File: src/rtl/data_mem_arbiter.sv
`default_nettype none
// =============================================================================
// Module   : data_mem_arbiter
// Brief    : Shares one single-port data memory between the CPU MEM stage and a
//            host/debug port; CPU priority with a bounded host wait.
// Revision : 1.0
// =============================================================================
module data_mem_arbiter #(
    parameter int ADDR_W   = 9,
    parameter int DATA_W   = 32,
    parameter int MAX_WAIT = 4
) (
    input  logic              clk,
    input  logic              rst_n,
    // CPU MEM stage
    input  logic              i_cpu_req,
    input  logic              i_cpu_we,
    input  logic [ADDR_W-1:0] i_cpu_addr,
    input  logic [DATA_W-1:0] i_cpu_wdata,
    output logic              o_cpu_gnt,
    output logic              o_cpu_stall,
    output logic              o_cpu_rvalid,
    output logic [DATA_W-1:0] o_cpu_rdata,
    // Host / debug port
    input  logic              i_host_req,
    input  logic              i_host_we,
    input  logic [ADDR_W-1:0] i_host_addr,
    input  logic [DATA_W-1:0] i_host_wdata,
    output logic              o_host_gnt,
    output logic              o_host_rvalid,
    output logic [DATA_W-1:0] o_host_rdata,
    // Memory macro
    output logic              o_mem_en,
    output logic              o_mem_we,
    output logic [ADDR_W-1:0] o_mem_addr,
    output logic [DATA_W-1:0] o_mem_wdata,
    input  logic [DATA_W-1:0] i_mem_rdata
);

    localparam logic [1:0] C_OWN_NONE = 2'd0;
    localparam logic [1:0] C_OWN_CPU  = 2'd1;
    localparam logic [1:0] C_OWN_HOST = 2'd2;

    logic       w_cpu_req;
    logic       w_host_req;
    logic       w_host_wins;
    logic       w_cpu_gnt;
    logic       w_host_gnt;
    logic [1:0] r_rd_owner;
    logic [1:0] w_rd_owner_nxt;

    // Requests are masked while reset is held so every output reads 0.
    assign w_cpu_req  = i_cpu_req & rst_n;
    assign w_host_req = i_host_req & rst_n;

    // -------------------------------------------------------------------------
    // Host starvation bound
    // -------------------------------------------------------------------------
    generate
        if (MAX_WAIT == 0) begin : g_host_always_wins
            assign w_host_wins = 1'b1;
        end else begin : g_starve_bound
            localparam int               CNT_W      = $clog2(MAX_WAIT + 1);
            localparam logic [CNT_W-1:0] C_MAX_WAIT = CNT_W'(MAX_WAIT);

            logic [CNT_W-1:0] r_starve_cnt;
            logic [CNT_W-1:0] w_starve_cnt_nxt;

            assign w_host_wins = (r_starve_cnt >= C_MAX_WAIT);

            always_comb begin
                w_starve_cnt_nxt = '0;
                if (w_host_req && !w_host_gnt) begin
                    if (r_starve_cnt < C_MAX_WAIT) begin
                        w_starve_cnt_nxt = r_starve_cnt + CNT_W'(1);
                    end else begin
                        w_starve_cnt_nxt = r_starve_cnt;
                    end
                end
            end

            always_ff @(posedge clk or negedge rst_n) begin
                if (!rst_n) begin
                    r_starve_cnt <= '0;
                end else begin
                    r_starve_cnt <= w_starve_cnt_nxt;
                end
            end
        end
    endgenerate

    // -------------------------------------------------------------------------
    // Grant decision (combinational, zero wait when uncontended)
    // -------------------------------------------------------------------------
    always_comb begin
        w_host_gnt = w_host_req & (~w_cpu_req | w_host_wins);
        w_cpu_gnt  = w_cpu_req & ~w_host_gnt;
    end

    assign o_cpu_gnt   = w_cpu_gnt;
    assign o_host_gnt  = w_host_gnt;
    assign o_cpu_stall = w_cpu_req & ~w_cpu_gnt;
    assign o_mem_en    = w_cpu_gnt | w_host_gnt;

    always_comb begin
        o_mem_we    = 1'b0;
        o_mem_addr  = '0;
        o_mem_wdata = '0;
        if (w_cpu_gnt) begin
            o_mem_we    = i_cpu_we;
            o_mem_addr  = i_cpu_addr;
            o_mem_wdata = i_cpu_wdata;
        end else if (w_host_gnt) begin
            o_mem_we    = i_host_we;
            o_mem_addr  = i_host_addr;
            o_mem_wdata = i_host_wdata;
        end
    end

    // -------------------------------------------------------------------------
    // Read-owner FSM: remembers who issued last cycle's read
    // -------------------------------------------------------------------------
    always_ff @(posedge clk or negedge rst_n) begin
        if (!rst_n) begin
            r_rd_owner <= C_OWN_NONE;
        end else begin
            r_rd_owner <= w_rd_owner_nxt;
        end
    end

    always_comb begin
        w_rd_owner_nxt = C_OWN_NONE;
        if (w_cpu_gnt && !i_cpu_we) begin
            w_rd_owner_nxt = C_OWN_CPU;
        end else if (w_host_gnt && !i_host_we) begin
            w_rd_owner_nxt = C_OWN_HOST;
        end
    end

    always_comb begin
        o_cpu_rvalid  = 1'b0;
        o_cpu_rdata   = '0;
        o_host_rvalid = 1'b0;
        o_host_rdata  = '0;
        case (r_rd_owner)
            C_OWN_CPU: begin
                o_cpu_rvalid = 1'b1;
                o_cpu_rdata  = i_mem_rdata;
            end
            C_OWN_HOST: begin
                o_host_rvalid = 1'b1;
                o_host_rdata  = i_mem_rdata;
            end
            default: begin
            end
        endcase
    end

endmodule
`default_nettype wire

File: config.mk
export PLATFORM = sky130hd
export DESIGN_NAME = data_mem_arbiter
export DESIGN_NICKNAME = d
export VERILOG_FILES = /design/src/rtl/data_mem_arbiter.sv
export SDC_FILE = /design/constraint.sdc
export NUM_CORES = 1
export LEC_CHECK = 0
export ABC_AREA = 1
export CAP_MARGIN = 25
export CELL_PAD_IN_SITES_DETAIL_PLACEMENT = 0
export CELL_PAD_IN_SITES_GLOBAL_PLACEMENT = 1
export CORE_ASPECT_RATIO = 2
export CORE_MARGIN = 5
export CORE_UTILIZATION = 12
export CTS_CLUSTER_DIAMETER = 40
export DETAILED_ROUTE_END_ITERATION = 8
export PLACE_DENSITY_LB_ADDON = 0.1
export SYNTH_ARGS = -nofsm -noshare
export SYNTH_HDL_FRONTEND = slang
export SYNTH_SLANG_ARGS = --single-unit
File: constraint.sdc
create_clock -name clk -period 1.24 [get_ports clk]
set_clock_uncertainty 0.05 [all_clocks]
set_input_delay 0.124 -clock clk [delete_from_list [all_inputs] [get_ports clk]]
set_output_delay 0.124 -clock clk [all_outputs]
set_load 0.01 [all_outputs]
==> flow_summary.json <==
{
  "fin_crit_sh": 1.31,
  "antenna_found_initial": 0,
  "design_area_sq_mm": 0.00489,
  "synth.distinct_cells": 15,
  "num-nets-final": 671,
  "worstSetupPathType": "flop to output pin",
  "vias_per_cell": 3.96,
  "peakVddDrop_mv": 0.292,
  "drive_above_1_share": 0.521,
  "crit_slowest_cell": "dfrtp_1",
  "cts_root_buf": "clkbuf_16",
  "globalplace.congestion": 0.712,
  "num_rows": 57,
  "ys_seq_elements": 5,
  "crit_path_start_kind": "flop",
  "r2r_end": "r_rd_owner[0]",
  "wl_met3_microns": 1300,
  "r2r-start": "g_starve_bound.r_starve_cnt[2]",
  "min_period_ps": 1620,
  "rsz0062_at_grt": "true",
  "io_pins": 232,
  "final.setup.tns_ps": -29060,
  "die_area_sq_mm": 0.0147,
  "power_mw": 2.09,
  "grt_pass1_vias": 2820,
  "hpwlAfterDp_microns": 7680,
  "reg2reg_depth": 6,
  "path_clk_slew_ps": 30,
  "violations": "negative setup slack",
  "n_antenna_cell": 0,
  "die_x_microns": 88.2,
  "synthesis.nets": 396,
  "h-tree-depth": 1,
  "setup_viol": 110,
  "grt_pass1_wl_microns": 14700,
  "yosysSeqAreaShare": 0.0853,
  "coreArea_sq_mm": 0.0121,
  "drt_iter0_markers": 30,
  "dp_cells": 654,
  "routed_wl_microns": 10400,
  "dr_total_vias": 2759,
  "min_to": "g_starve_bound.r_starve_cnt[2]",
  "end_kind": "output pin",
  "arrival_ps": 1450,
  "slowest_delay_ps": 370,
  "io_buffer_count": 231,
  "synth_area_sq_mm": 0.00147,
  "crit_chain": "inv_2 > o21ai_4 > buf_12 > buf_16 > buf_4 > o21ai_2 > buf_2",
  "p_per_area_mw_per_mm2": 426,
  "die_h_microns": 166,
  "wl_per_cell_microns": 14.9,
  "grt_max_degree": 26,
  "avgSynthCellArea_sq_um": 5.33,
  "max_freq_mhz": 616,
  "slew_headroom": 0.850,
  "min_path_cells": 3,
  "p_leak_nw": 2.49,
  "outcome": "finished, violations left",
  "syn_inst": 275,
  "cts_made_buffers": 3,
  "met2_length_microns": 6080,
  "cts_tree": "built",
  "place_ws_ps": -823,
  "crit_required_ps": 1070,
  "hold_path.class": "primary input to flop",
  "worst_slew_pin_slew_ps": 224,
  "final-hold-violation-count": 0,
  "yosysWarnings": 0,
  "rrSetupSlack_ps": 20,
  "ant_nets": 0,
  "layoutNonFillerInstCount": 696,
  "dpl_cell_area_sq_mm": 0.00404,
  "drv_cap": 0,
  "grt_overflow": 0,
  "drcViolationCount": 0,
  "clkSinkCount": 5,
  "top_layer": "met4",
  "finalWorstSetupSlack_ps": -384,
  "min_from": "i_host_req",
  "start_util": 0.122,
  "drv_slew": 0,
  "syn2layout_area_growth_pct": 234,
  "met1_length_microns": 2890,
  "post-route-util": 0.406,
  "drt_pre_antenna_iters": 4,
  "cp_max_fo": 8,
  "track_usage": 0.130,
  "clk_latency_ps": 230,
  "cts.path.max_buffers": 2,
  "holdWs_ps": 326
}
==> logic make-up (layout without fill, tap and decap cells) <==
logic type,count (synthesis),after routing,synth area share
buffers and inverters,105,379,0.303
AO/OA/AOI/OAI,42,42,0.248
adder cells (fa/ha/maj),1,1,0.00853
flip-flops,5,5,0.0853
AND/OR/NAND/NOR,122,122,0.355
==> critical path, delay by kind of cell, from the launching register on <==
family	cells	cell delay, ps
buffers and inverters	5	660
DFF	1	370
AOI/OAI and AO/OA	2	190
==> report_power, final <==
part	switching [mW]	leakage [nW]	internal, mW
registers	0.00391	0.0669	0.168
clock network	0.101	0.0382	0.426
logic	0.576	2.38	0.810
==> registers in the layout, summed over array words and instances (netlist names) <==
signal and cells:
g_starve_bound.r_starve_cnt 3, r_rd_owner 2
==> how the worst max path moves through the flow <==
stage	startpoint	slack [ps]	depth (start not counted)	to
6_report	g_starve_bound.r_starve_cnt[2]	-380	7	o_mem_wdata[10]
5_1_grt	g_starve_bound.r_starve_cnt[2]	-460	7	o_mem_wdata[15]
4_1_cts	g_starve_bound.r_starve_cnt[2]	-410	6	o_mem_wdata[8]
3_5_place_dp	rst_n	-820	7	o_mem_wdata[31]
3_3_place_gp	rst_n	-800	7	o_mem_addr[3]
2_1_floorplan	r_rd_owner[1]	40	4	o_cpu_rdata[0]
==> synth_stat cells <==
library cell,count,share of area
o21ai_2,38,0.23
nand2_1,8,0.020
buf_2,13,0.044
ha_1,1,0.0085
inv_1,85,0.22
nor2_1,69,0.18
o21ai_0,3,0.010
nand2_2,1,0.0043
buf_6,4,0.031
dfrtp_1,5,0.085
nand3_1,43,0.15
o21ai_4,1,0.011
buf_4,1,0.0051
nand3_2,1,0.0068
inv_2,2,0.0051
==> layout make-up <==
class	instances	area, sq um
clock buffer	4	78.8
fill	1288	7160
inverter	87	337
multi-input combinational	165	1280
sequential	5	126
tap	147	184
timing repair buffer	288	2880
==> per-layer routing <==
metal / global-route usage / vias to the layer above
met2: 0.272 / 156
met1: 0.109 / 1232
met4: 0.0230 / 0
li1: - / 1363
met3: 0.0452 / 8
met5: 0 / -
==> layout by cell type (no fill, tap or decap), types with 2 or more instances in the layout <==
cell type	count
buf_12	16
buf_16	7
buf_2	68
buf_4	12
buf_6	59
buf_8	2
clkbuf_16	4
clkbuf_2	2
clkdlybuf4s50_1	116
dfrtp_1	4
dlygate4sd2_1	3
inv_1	77
inv_2	7
inv_4	2
nand2_1	3
nand2_2	4
nand3_1	28
nand3_2	15
nor2_1	27
nor2_2	9
nor2_4	33
o21ai_1	2
o21ai_2	39
==> timing repair <==
action | in CTS | in global routing
setup endpoints to repair | 114 | 112
endpoints found under the hold margin | 5 | 0
gates resized for setup | 527 | 129
setup buffers | 23 | 8
hold buffers | 1 | 0
cloned | 10 | 1
pin swaps | 4 | 5
Note: power is estimated with default switching activity, not from simulation.
